## src/rtl/uart_pkg.sv

```systemverilog
// uart_pkg: definitions shared by the UART receive and transmit paths.
//   uart_state_t               frame-level state (IDLE/START/DATA/PARITY/STOP)
//   UART_CLKS_PER_BIT_DEFAULT  50 MHz system clock / 115200 baud
package uart_pkg;

  localparam int unsigned UART_CLKS_PER_BIT_DEFAULT = 434;

  typedef enum logic [2:0] {
    ST_IDLE   = 3'd0,
    ST_START  = 3'd1,
    ST_DATA   = 3'd2,
    ST_PARITY = 3'd3,
    ST_STOP   = 3'd4
  } uart_state_t;

endpackage

```

## src/rtl/uart_baud_cnt.sv

```systemverilog
// uart_baud_cnt: restartable bit-period counter with a terminal-count pulse.
//   clk    system clock, rising edge
//   rst    synchronous active-high reset (count = 0)
//   clear  hold the count at 0 while high
//   limit  terminal count; the counter wraps to 0 after reaching it
//   tick   high for the cycle in which count == limit
module uart_baud_cnt #(
  parameter int unsigned WIDTH = 9
) (
  input  logic             clk,
  input  logic             rst,
  input  logic             clear,
  input  logic [WIDTH-1:0] limit,
  output logic             tick
);

  logic [WIDTH-1:0] count;

  always_comb tick = (count == limit);

  always_ff @(posedge clk) begin
    if (rst || clear || tick) begin
      count <= '0;
    end else begin
      count <= count + 1'b1;
    end
  end

endmodule

```

## src/rtl/uart_rx.sv

```systemverilog
// uart_rx: UART receiver for the BLDC command link (8N1, optional even parity).
//   CLK         system clock, rising edge
//   RST         synchronous active-high reset
//   RX          asynchronous serial line, idle high
//   RX_DATA     last correctly received byte, held until the next good frame
//   RX_VALID    one-cycle pulse when RX_DATA has just been updated
//   FRAME_ERR   one-cycle pulse when the stop bit was sampled low
//   PARITY_ERR  one-cycle pulse on even-parity mismatch (0 unless parity built in)
//   BUSY        high from start-bit detection until the frame ends
// Build option: define UART_RX_PARITY_EN to insert an even-parity bit after data.
module uart_rx
  import uart_pkg::*;
#(
  parameter int unsigned CLKS_PER_BIT = UART_CLKS_PER_BIT_DEFAULT,
  parameter int unsigned DATA_BITS    = 8
) (
  input  logic                 CLK,
  input  logic                 RST,
  input  logic                 RX,
  output logic [DATA_BITS-1:0] RX_DATA,
  output logic                 RX_VALID,
  output logic                 FRAME_ERR,
  output logic                 PARITY_ERR,
  output logic                 BUSY
);

  localparam int unsigned     CW         = $clog2(CLKS_PER_BIT);
  localparam logic [CW-1:0]   HALF_LIMIT = CW'(CLKS_PER_BIT / 2 - 1);
  localparam logic [CW-1:0]   BIT_LIMIT  = CW'(CLKS_PER_BIT - 1);
  localparam logic [3:0]      LAST_BIT   = 4'(DATA_BITS - 1);

  logic                 rx_meta;
  logic                 rx_s;
  uart_state_t          state;
  logic                 armed;
  logic [3:0]           bit_idx;
  logic [DATA_BITS-1:0] shreg;
  logic [CW-1:0]        limit;
  logic                 cnt_clear;
  logic                 tick;
`ifdef UART_RX_PARITY_EN
  logic                 parity_bad;
`endif

  always_ff @(posedge CLK) begin
    if (RST) begin
      rx_meta <= 1'b1;
      rx_s    <= 1'b1;
    end else begin
      rx_meta <= RX;
      rx_s    <= rx_meta;
    end
  end

  // The counter is held at zero in IDLE and wraps on every tick, so it
  // restarts on each state change and each bit sample.
  always_comb begin
    limit     = (state == ST_START) ? HALF_LIMIT : BIT_LIMIT;
    cnt_clear = (state == ST_IDLE);
  end

  uart_baud_cnt #(
    .WIDTH(CW)
  ) u_baud (
    .clk  (CLK),
    .rst  (RST),
    .clear(cnt_clear),
    .limit(limit),
    .tick (tick)
  );

  always_ff @(posedge CLK) begin
    if (RST) begin
      state      <= ST_IDLE;
      armed      <= 1'b1;
      bit_idx    <= '0;
      shreg      <= '0;
      RX_DATA    <= '0;
      RX_VALID   <= 1'b0;
      FRAME_ERR  <= 1'b0;
      PARITY_ERR <= 1'b0;
      BUSY       <= 1'b0;
`ifdef UART_RX_PARITY_EN
      parity_bad <= 1'b0;
`endif
    end else begin
      RX_VALID   <= 1'b0;
      FRAME_ERR  <= 1'b0;
      PARITY_ERR <= 1'b0;
      case (state)
        ST_IDLE: begin
          // After a framing error the line must be seen high again before a
          // new start is accepted, so a held break is not read as frames.
          if (rx_s) begin
            armed <= 1'b1;
          end else if (armed) begin
            state <= ST_START;
            BUSY  <= 1'b1;
          end
        end
        ST_START: begin
          if (tick) begin
            if (!rx_s) begin
              state   <= ST_DATA;
              bit_idx <= '0;
            end else begin
              state <= ST_IDLE;
              BUSY  <= 1'b0;
            end
          end
        end
        ST_DATA: begin
          if (tick) begin
            shreg   <= {rx_s, shreg[DATA_BITS-1:1]};
            bit_idx <= bit_idx + 4'd1;
            if (bit_idx == LAST_BIT) begin
`ifdef UART_RX_PARITY_EN
              state <= ST_PARITY;
`else
              state <= ST_STOP;
`endif
            end
          end
        end
`ifdef UART_RX_PARITY_EN
        ST_PARITY: begin
          if (tick) begin
            parity_bad <= rx_s ^ (^shreg);
            state      <= ST_STOP;
          end
        end
`endif
        ST_STOP: begin
          if (tick) begin
            state <= ST_IDLE;
            BUSY  <= 1'b0;
            if (!rx_s) begin
              FRAME_ERR <= 1'b1;
              armed     <= 1'b0;
`ifdef UART_RX_PARITY_EN
            end else if (parity_bad) begin
              PARITY_ERR <= 1'b1;
`endif
            end else begin
              RX_DATA  <= shreg;
              RX_VALID <= 1'b1;
            end
          end
        end
        default: begin
          state <= ST_IDLE;
          BUSY  <= 1'b0;
        end
      endcase
    end
  end

endmodule
```

## config.mk

```make
export PLATFORM = sky130hd
export DESIGN_NAME = uart_rx
export DESIGN_NICKNAME = d
export VERILOG_FILES = /design/src/rtl/uart_pkg.sv /design/src/rtl/uart_baud_cnt.sv /design/src/rtl/uart_rx.sv
export SDC_FILE = /design/constraint.sdc
export NUM_CORES = 1
export LEC_CHECK = 0
export ABC_AREA = 1
export CAP_MARGIN = 40
export CORE_MARGIN = 2
export CORE_UTILIZATION = 42
export DETAILED_ROUTE_END_ITERATION = 8
export PLACE_DENSITY_LB_ADDON = 0.2
export SLEW_MARGIN = 20
export SYNTH_ARGS = -nofsm -noshare
export SYNTH_HDL_FRONTEND = slang
export SYNTH_SLANG_ARGS = --single-unit
```

## constraint.sdc

```tcl
create_clock -name CLK -period 2 [get_ports CLK]
set_clock_uncertainty 0.1 [all_clocks]
set_input_delay 0.3 -clock CLK [delete_from_list [all_inputs] [get_ports CLK]]
set_output_delay 0.3 -clock CLK [all_outputs]
set_load 0.005 [all_outputs]
```

* Word-level counts from Yosys, hierarchy flattened *
Index checks and enable logic that the tools add are counted.
W data, S select, Z words.

word-level totals
  word-level logic and storage cells = 68
  register bits = 38
  bits of input ports = 3

cells by class
  bitwise gates (word level) = 3
  reduce and logical (&&, ||, !) cells = 12
  add/sub/neg operators = 2
  equal/unequal tests = 15
  muxes and demuxes = 25

operators by type and width
  cell                   number
  $mux W3                6
  $ne A2 B2 Y1 const B   7
  $mux W4                3
  $pmux W3 S4            1
  $reduce_and A6 Y1      2
  $mux W1                10
  $add A9 B1 Y9 const B  1
  $eq A9 B9 Y1           1
  $mux W9                1
  $pmux W4 S2            1
  $reduce_and A4 Y1      2
  $ne A2 B1 Y1 const B   3
  $add A4 B1 Y4 const B  1
  $eq A4 B3 Y1 const B   1
  $pmux W1 S4            1
  $reduce_bool A2 Y1     2
  $eq A3 B1 Y1 const B   1
  $eq A3 B2 Y1 const B   1
  $eq A3 B3 Y1 const B   1
  $logic_not A3 Y1       1
  $not A1 Y1             3
  $reduce_and A3 Y1      1
  $reduce_or A3 Y1       1
  $logic_or A1 B1 Y1     2
  other kinds (3)        3

* Depth between registers and ports, before layout *
Gate-level depths: netlist (run 1).

  depth in word-level cells = 5
  mapped depth = 11
  mapped depth without buffers = 11

* Cells and area by module *
Synthesis (run 1) repeated with hierarchy kept, for this count alone.

second synthesis, totals
  cells, all modules = 236
  area, all modules = 1785.5 µm²

by module, submodules not included
  module         instances  cells each  area each (µm²)  seq. area each (µm²)
  uart_rx        1          166         1263.7           580.6
  uart_baud_cnt  1          70          521.8            180.2

* Worst setup path before layout (run 1) *
Ideal clock, no wire load.

  path kind = register to register
  start = reg state[1]
  end = reg RX_DATA[0]
  arrival time = 1.190 ns
  cell stages (with the launch flop) = 11
  period minus slack after synthesis = 1.406 ns
  buffers on the path = 0
  setup slack = 0.594 ns
  cell sequence = dfxtp_1 > inv_1 > nand3_2 > inv_1 > nand2_1 > nand2_2 > nand2_1 > nor2_2 > nand3_4 > o21ai_0 > nor2_1

on the way
  longest elaborated chain between the ends = 4
  elaborated cells on any way between the ends = 5
  those cells by class = eq/ne (3); mux (1); reduce/logical (1)

RTL lines
  element                                 RTL line             RTL
  start: declaration                      uart_rx.sv:34        uart_state_t state;
  start signal: assignment                uart_rx.sv:74        state <= ST_IDLE;
  start signal: assignment                uart_rx.sv:97        state <= ST_START;
  start signal: assignment                uart_rx.sv:104       state <= ST_DATA;
  $eq A3 B1 Y1                            uart_rx.sv:58        limit = (state == ST_START) ? HALF_LIMIT : BIT_LIMIT;
  $mux W9                                 uart_rx.sv:58
  $eq A9 B9 Y1                            uart_baud_cnt.sv:19  always_comb tick = (count == limit);
  $reduce_and A3 Y1 (no source line) (*)  --
  end signal: assignment                  uart_rx.sv:145       RX_DATA <= shreg;
  end: declaration                        uart_rx.sv:20        output logic [DATA_BITS-1:0] RX_DATA,

Mark *: on every way between the ends. The rest lies on a longest branch, timed or not.
A chain may end at the register's enable or synchronous reset.

* Worst setup path after layout (run 1) *
  start = reg state[1]
  end = reg RX_DATA[4]

Same word-level chain as after synthesis.

==> impl_metrics.yaml, run 1 <==
status:
  status: "finished clean"
global_route:
  grt-ovfl-total: 0
  grtUsageTotal_pct: 15.5
  antenna_found_initial: 0
  grt_max_degree: 20
  grt_pass1_wl_mm: 5.15
  grt_pass1_vias: 1188
die:
  die_width_um: 67.0
  core.rowCount: 22
  die_area_mm2: 0.00449
  placeableCoreArea_mm2: 0.00374
  io-pin-count: 15
  start_util_pct: 44.6
  die_height_um: 67.0
clock_tree:
  cts-root-buf: "clkbuf_8"
  htree_num_levels: 2
  cts_resized: 0
  cts_sinks: 38
  cts_hold_buf: 0
  post-cts-setup-buffers: 0
  insertion_delay_ns: 0.29
  cts_buffers: 5
  tritoncts: "yes"
  clockBufferDepth: 2
  clkTransAtPathRegs_ns: 0.07
synthesis:
  synth_compound_area_share_pct: 9.23
  yosys.area_share.simple_pct: 33.1
  synth_ff_type: "dfxtp_1"
  netlist_instances: 224
  syn_area_mm2: 0.00167
  synth_edf_count: 0
  synth-seq-cells: 38
  synth.area.mux_share_pct: 0
  avgSynthCellArea_um2: 7.45
  seq_area_frac_synth_pct: 45.6
  yosysWarningCount: 0
  synth_fa_ha_area_share_pct: 1.50
  synth_top_family_by_area: "simple AND/OR/NAND/NOR gates"
  synth-xor-area-share_pct: 1.05
  synth_nets: 229
  ys_types: 31
  async_reset_ff_share_pct: 0
drt:
  drt_iter0_drc: 66
  met1_length_mm: 1.56
  routed_wl_mm: 2.99
  maxUsedRoutingLayer: "met4"
  dr_wl_met2_mm: 1.26
  drc: 0
  dr_wl_met3_um: 140
  wl_per_cell_um: 10.3
  routed_via_density: 4.70
  drtPass1Iterations: 4
  num_vias: 1364
  ant_nets: 0
placed_design:
  gp_routability_congestion: 0.895
  port-buffer-count: 13
  dpl.hpwl_mm: 2.20
  dp_slack_ns: 0.397
  dp_cells: 282
sta:
  setup_viol: 0
  slew_violations: 0
  final-hold-violation-count: 0
  fin_ws_ns: 0.392
  fin_crit_ns: 1.61
  fmax_ghz: 0.622
  tns_ns: 0
  fin_crit_sh_pct: 80.4
  whs_ns: 0.311
  rsz0062_at_grt: "false"
worst_setup_path:
  path_cells: "inv_1 -> nand3_2 -> inv_1 -> nand2_1 -> nand2_2 -> nand2_1 -> nor2_2 -> nand3_4 -> o21ai_0 -> nor2_1"
  worstPathArrival_ns: 1.69
  worstRegToRegCells: 10
  required_ns: 2.08
  crit_slowest_cell: "dfxtp_1"
  cp_max_fo: 9
  start_kind: "register"
  reg2reg_slack_ns: 0.39
  crit_type: "register to register"
  rr_endpoint: "RX_DATA[4]"
  cpPeakStageDelay_ns: 0.30
  end_kind: "register"
  reg2reg_from: "state[1]"
pwr:
  p_leak_nw: 0.798
  ir_drop_v: 0.000413
  p_per_area_mw_per_mm2: 959
worst_hold_path:
  worst_hold_path.num_cells: 1
  worstHoldStart: "rx_meta"
  whs_endpoint: "rx_s"
  hold_class: "register to register"
cells_and_area:
  syn2layout_area_growth_pct: 16.0
  fin_cells: 290
  nNetsFinal: 246
  diodes: 0
  drive_gt1_share_pct: 11.6
run:
  drv_cap: 0
==> Yosys cell counts (3+ instances only) <==
| cell type | instances | area share, % |
|---|---|---|
| nand4_1 | 4 | 1.5 |
| nor2_1 | 43 | 9.7 |
| inv_2 | 4 | 0.90 |
| clkbuf_1 | 3 | 0.68 |
| nand2_1 | 33 | 7.4 |
| nor4_1 | 3 | 1.1 |
| nand3_1 | 8 | 2.4 |
| dfxtp_1 | 38 | 46 |
| nor3_1 | 11 | 3.3 |
| a21oi_1 | 7 | 2.1 |
| o21ai_0 | 18 | 5.4 |
| inv_1 | 27 | 6.1 |
==> metal layers <==
metal,global-route usage (%),up-vias
li1,-,748
met1,20.7,588
met2,21.7,24
met3,4.05,4
met4,9.95,0
met5,0,-
==> critical path: cells and delay by family, from the launching register on <==
kind	cells	cell delay [ns]
DFF	1	0.30
buffers and inverters	2	0.20
and+or+nand+nor	7	0.68
AOI/OAI and AO/OA	1	0.22
==> kinds of logic after synthesis <==
family | after synthesis
buffers and inverters | 37
XOR/XNOR | 2
AND/OR/NAND/NOR | 115
adder cells (fa/ha/maj) | 2
AO/OA/AOI/OAI | 29
flip-flops | 38
other | 1
==> registers in the layout (all words and copies together) (netlist names) <==
name	count
shreg	8
bit_idx	4
u_baud.count	9
RX_DATA	8
FRAME_ERR	1
state	3
armed	1
RX_VALID	1
rx_meta	1
BUSY	1
rx_s	1
==> cell usage in the layout, fill, tap and decap left out, types with 2 or more instances in the layout <==
cell type        count
inv_2                4
nor2_1              43
o21ai_0             18
nand2_1             33
nand3_4              2
nand3_2              2
a21oi_2              2
buf_4                2
nand3_1              8
clkbuf_8             6
nor3_1              11
nand4_1              4
nand2_2              2
a21oi_1              7
clkdlybuf4s50_1     13
inv_1               27
dfxtp_1             38
or2_2                2
nor4_1               3
ha_1                 2
==> report_power, final <==
group | leakage, nW | switching (W) | internal (W)
clock network | 0.0482 | 0.000257 | 0.000278
logic | 0.442 | 0.000326 | 0.000150
registers | 0.308 | 0.0000383 | 0.000805
==> stage by stage <==
step | util [%] | cell area (µm²) | total power [W]
after detailed placement | 49.2 | 1840 | 0.00134
after global routing | 51.7 | 1930 | 0.00198
after floorplan | - | 1670 | 0.00123
final | 51.7 | 1930 | 0.00185
after CTS | 51.7 | 1930 | 0.00188
after global placement | 49.2 | 1840 | 0.00134
==> layout make-up <==
type / count / area [µm²]
flip-flops and latches: 38 / 761
well taps: 48 / 60.1
repair buffers: 15 / 145
clock buffers: 7 / 86.3
clock inverters: 1 / 5.00
fillers: 385 / 1810
inverters: 32 / 125
multi-input cells: 149 / 752
==> worst max path at each step <==
stage	from	end	slack, ns
finish	state[1]	RX_DATA[4]	0.39
global route	state[1]	RX_DATA[4]	0.25
CTS	state[1]	RX_DATA[4]	0.38
detailed placement	state[1]	RX_DATA[4]	0.40
global placement	u_baud.count[7]	u_baud.count[3]	0.44
floorplan	state[1]	RX_DATA[0]	0.59
(Power assumes the default switching activity.)
==> run 2: changes to the inputs <==
- clock period: 2 -> 1.5 ns (I/O delays scaled with it)
==> run 2 against run 1 <==
Net effect:
- the run now ends with negative setup slack left
- register-to-register slack got worse by 0.40 ns
- first-iteration DRC count fell by 36%
- power rose by 47%
- critical path depth did not move
- design area rose by 18%
- worst hold slack barely moved
- sequential power rose by 34%
- combinational power rose by 100%
- clock power rose by 19%
- die area did not move
- via count rose by 9.3%
==> impl_metrics.yaml, run 2 (synthesis gave the netlist of run 1 again) <==
cells_and_area:
  seq_area_um2: 772
  syn2layout_area_growth_pct: 36.5
  final_common_cell: "nor2_1"
  reg_top3: "u_baud.count (9), RX_DATA (8), shreg (8)"
  postLayoutCoreUtil_pct: 60.8
  largest_reg_flops: 9
  nNetsFinal: 273
  final_cell_mix: "39 x nor2_1, 30 x nand2_1, 29 x dfxtp_1"
  top_register: "u_baud.count"
  multi_input_area_um2: 893
  drive_gt1_share_pct: 33.2
  diodes: 0
  final_area_mm2: 0.00228
  nFillCells: 357
clock_tree:
  cts-root-buf: "clkbuf_8"
  insertion_delay_ns: 0.28
  clockBufferDepth: 2
  cts_buffers: 5
  tritoncts: "yes"
  cts_sinks: 38
  clkTransAtPathRegs_ns: 0.07
  htree_num_levels: 2
  cts_hold_buf: 0
die:
  placeableCoreArea_mm2: 0.00374
  core.rowCount: 22
  die_area_mm2: 0.00449
  die_height_um: 67.0
  io-pin-count: 15
  start_util_pct: 44.6
  die_width_um: 67.0
worst_setup_path:
  worstPathArrival_ns: 1.63
  critical_path_buf_inv_count: 2
  cp_max_fo: 7
  crit_type: "register to register"
  start_kind: "register"
  path_cells: "inv_2 -> nand2_2 -> nor2_2 -> nand2_2 -> nand2_4 -> nand3_4 -> nor2_4 -> buf_6 -> o21ai_1 -> nor2_1"
  crit_family: "simple AND/OR/NAND/NOR gates"
  reg2reg_from: "u_baud.count[8]"
  cp_common_cell: "nand2_2"
  cpPeakStageDelay_ns: 0.34
  crit_slowest_cell: "dfxtp_2"
  required_ns: 1.62
  critPathLaunch: "u_baud.count[8]"
  end_kind: "register"
placed_design:
  dp_slack_ns: -0.0106
  placed_area_mm2: 0.00202
  gp_routability_congestion: 0.823
  dpl.hpwl_mm: 2.50
  port-buffer-count: 13
drt:
  ant_nets: 0
  drtPass1Iterations: 4
  num_vias: 1491
  wl_per_cell_um: 11.2
  routed_wl_mm: 3.54
  drt_iter0_drc: 42
  drc: 0
  routed_via_density: 4.72
sta:
  fin_crit_sh_pct: 101
  fin_crit_ns: 1.51
  fmax_ghz: 0.663
  rsz0062_at_grt: "true"
  setup_viol: 7
  fin_ws_ns: -0.00843
  final-hold-violation-count: 0
  slew_violations: 0
global_route:
  grt-ovfl-total: 0
  grt_pass1_vias: 1360
  grt_max_degree: 20
  grt_pass1_wl_mm: 5.57
  grtUsageTotal_pct: 16.6
  antenna_found_initial: 0
run:
  drv_cap: 0
status:
  status: "finished with violations"
  violations: "negative setup slack"
pwr:
  p_leak_nw: 0.966
  p_per_area_mw_per_mm2: 1200
  ir_drop_v: 0.000963
worst_hold_path:
  hold_class: "register to register"
  worstHoldStart: "rx_meta"
-- run 2: changes by cell type in the layout (fill, tap and decap cells not counted), sizes merged --
| cell | change |
|---|---|
| buf | +26 |
| clkdlybuf4s50 | -1 |
| clkinv | -1 |
| dlymetal6s2s | +1 |
| nand3 | +1 |
-- run 2: routing by layer --
metal / vias to the layer above / track usage, % / part of all wire [%]
met3: 5 / 4.05 / 3.1
met1: 665 / 20.6 / 47
met4: 0 / 6.89 / 1.2
li1: 805 / - / -
met2: 16 / 27.2 / 49
met5: - / 0 / 0
-- run 2: cell type report --
| cell class | instances | area share [%] |
|---|---|---|
| multi-input combinational | 150 | 39.2 |
| clock buffer | 7 | 3.35 |
| tap | 48 | 2.64 |
| sequential | 38 | 33.9 |
| timing repair buffer | 41 | 15.4 |
| inverter | 32 | 5.49 |
-- run 2: path summary, 6_finish.rpt --
| kind | cells after the start | slack (ns) | to |
|---|---|---|---|
| setup / recovery | 10 | -0.008 | shreg[5] |
| hold / removal | 1 | 0.31 | rx_s |
| setup reg to reg | 10 | -0.008 | shreg[5] |
| hold reg to reg | 1 | 0.31 | rx_s |
-- run 2: power breakdown --
part	internal, W	switching, W	total (W)	leakage (nW)
clock	0.000320	0.000316	0.000635	0.0383
sequential	0.00108	0.0000495	0.00113	0.312
combinational	0.000383	0.000576	0.000960	0.616
-- run 2: what timing repair did --
action | CTS | global route
setup buffers | 1 | 1
pin swaps | 4 | 15
gates resized for setup | 13 | 49
endpoints found under the setup margin | 8 | 31
gates cloned | 0 | 1
hold endpoints to repair | 0 | 0
-- run 2: stage by stage --
step	std cells	setup TNS, ns	hold slack, ns	power, W
2_1_floorplan	224	0	0.229	0.00164
3_3_place_gp	306	0	0.299	0.00195
3_5_place_dp	306	-0.0196	0.297	0.00195
4_1_cts	314	-0.0153	0.314	0.00262
5_1_grt	316	-1.60	0.321	0.00291
6_report	316	-0.0329	0.312	0.00273
==> run 3: changes to the inputs <==
- CORE_UTILIZATION: 42 -> 56
- MAX_ROUTING_LAYER: default -> met4
==> run 3 against run 2 <==
Net effect:
- the run still ends with negative setup slack left
- maximum frequency shrank 3.2%
- core utilization grew 19 points
- cell count shrank 5.1%
- combinational power grew 4%
- die area shrank 24%
- critical endpoint is now RX_DATA[6]
- largest cell class unchanged
- highest routed layer unchanged
==> impl_metrics.yaml, run 3 (synthesis gave the netlist of run 1 again) <==
status:
  status: "finished with violations"
  violations: "negative setup slack"
pwr:
  p_sw_share_pct: 36.3
  power_frac_seq_pct: 41.7
  intPower_w: 0.00172
  p_sw_w: 0.000982
  power.total_w: 0.00270
  p_leak_nw: 1.02
  p_per_area_mw_per_mm2: 1220
  comb_power_share_pct: 37.2
  ir_drop_v: 0.00103
  pwr-share-clk_pct: 21.1
sta:
  setup_viol: 9
  fin_crit_ns: 1.56
  rsz0062_at_grt: "true"
  fin_crit_sh_pct: 104
  final-hold-violation-count: 0
  fin_ws_ns: -0.0576
  slew_violations: 0
  whs_ns: 0.320
  fmax_ghz: 0.642
die:
  core.rowCount: 19
  start_util_pct: 60.0
  die_height_um: 58.6
  die_width_um: 58.6
  io-pin-count: 15
  placeableCoreArea_mm2: 0.00278
  die_area_mm2: 0.00343
clock_tree:
  tritoncts: "yes"
  insertion_delay_ns: 0.36
  cts_hold_buf: 0
  clockBufferDepth: 2
  clkTransAtPathRegs_ns: 0.11
  htree_num_levels: 2
  cts-root-buf: "clkbuf_4"
  cts_sinks: 38
  cts_buffers: 5
drt:
  ant_nets: 0
  drc: 0
  drt_iter0_drc: 62
  routed_via_density: 5.16
  num_vias: 1547
  wl_per_cell_um: 12.4
  drtPass1Iterations: 4
  routed_wl_mm: 3.71
global_route:
  grtUsageTotal_pct: 22.5
  busiest_layer: "met2"
  antenna_found_initial: 0
  grt_pass1_wl_mm: 5.63
  grt_pass1_vias: 1315
  met1_usage_pct: 27.3
  grt.met2_usage_pct: 35.8
  grt_util_met3_pct: 5.93
  grt_max_degree: 20
  grt-ovfl-total: 0
cells_and_area:
  reg_top3: "u_baud.count (9), RX_DATA (8), shreg (8)"
  multi_input_area_um2: 883
  diodes: 0
  top_register: "u_baud.count"
  final_cell_mix: "39 x nor2_1, 29 x nand2_1, 27 x buf_4"
  seq_area_um2: 781
  largest_reg_flops: 9
  nFillCells: 201
  drive_gt1_share_pct: 34.6
  syn2layout_area_growth_pct: 33.2
  final_common_cell: "nor2_1"
  nNetsFinal: 273
worst_hold_path:
  worst_hold_path.num_cells: 1
  whs_endpoint: "rx_s"
  worstHoldStart: "rx_meta"
  hold_class: "register to register"
run:
  drv_cap: 0
placed_design:
  gp_routability_congestion: 0.946
  port-buffer-count: 13
  dpl.hpwl_mm: 2.42
worst_setup_path:
  crit_type: "register to register"
  start_kind: "register"
  worstPathArrival_ns: 1.71
  cp_max_fo: 5
  rr_endpoint: "RX_DATA[6]"
  reg2reg_from: "u_baud.count[8]"
  worstRegToRegCells: 10
  required_ns: 1.65
  end_kind: "register"
  reg2reg_slack_ns: -0.06
-- run 3: stage by stage --
stage | TNS, ns | instances | worst slack [ns] | area (µm²) | util (%)
after floorplan | 0 | 224 | 0.0944 | 1670 | -
after global placement | 0 | 286 | 0.0152 | 1980 | 71.2
after detailed placement | -0.0467 | 286 | -0.0170 | 1980 | 71.2
after CTS | -0.119 | 295 | -0.0317 | 2050 | 73.8
after global routing | -2.66 | 300 | -0.157 | 2220 | 79.9
final | -0.243 | 300 | -0.0576 | 2220 | 79.9
-- run 3: cell type report --
cell class              count  area share (%)
clock buffers               6            2.31
flip-flops and latches     38            35.1
inverters                  32            5.63
well taps                  31            1.75
multi-input cells         151            39.8
repair buffers             40            14.9
clock inverters             2           0.563
-- run 3: timing repair --
item / in CTS / in global routing
pin swaps: 1 / 14
gates cloned: 1 / 1
buffers inserted: 0 / 4
resized for setup: 18 / 49
setup endpoints to repair: 14 / 39
-- run 3: how the worst max path moves through the flow --
stage	startpoint	endpoint	slack (ns)
global placement	u_baud.count[3]	RX_DATA[0]	0.02
floorplan	state[1]	RX_DATA[0]	0.09
global route	u_baud.count[3]	RX_DATA[7]	-0.16
CTS	u_baud.count[3]	RX_DATA[6]	-0.03
detailed placement	u_baud.count[3]	RX_DATA[1]	-0.02
finish	u_baud.count[8]	RX_DATA[6]	-0.06
-- run 3: power by group through the flow --
| stage | combinational [W] | clock, W | sequential, W |
|---|---|---|---|
| after global routing | 0.00111 | 0.000634 | 0.00114 |
| after global placement | 0.000819 | 0 | 0.00114 |
| final | 0.00100 | 0.000571 | 0.00113 |
| after detailed placement | 0.000828 | 0 | 0.00114 |
| after CTS | 0.000835 | 0.000576 | 0.00111 |
| after floorplan | 0.000507 | 0 | 0.00114 |
-- run 3: metal layers --
| layer | share of wire, % | vias up |
|---|---|---|
| li1 | - | 805 |
| met1 | 43 | 699 |
| met2 | 51 | 34 |
| met3 | 4.3 | 9 |
| met4 | 2.2 | 0 |
| met5 | 0 | - |
-- run 3: critical path, cell delays in order, from the launching register on --
cell and delay (ns):
dfxtp_2 0.35, inv_2 0.06, nand2_2 0.05, nor2_2 0.09
nand2_1 0.09, nand2_4 0.11, nand2_2 0.07, nor2_4 0.15
nand3_4 0.13, o21ai_1 0.20, nor2_1 0.06
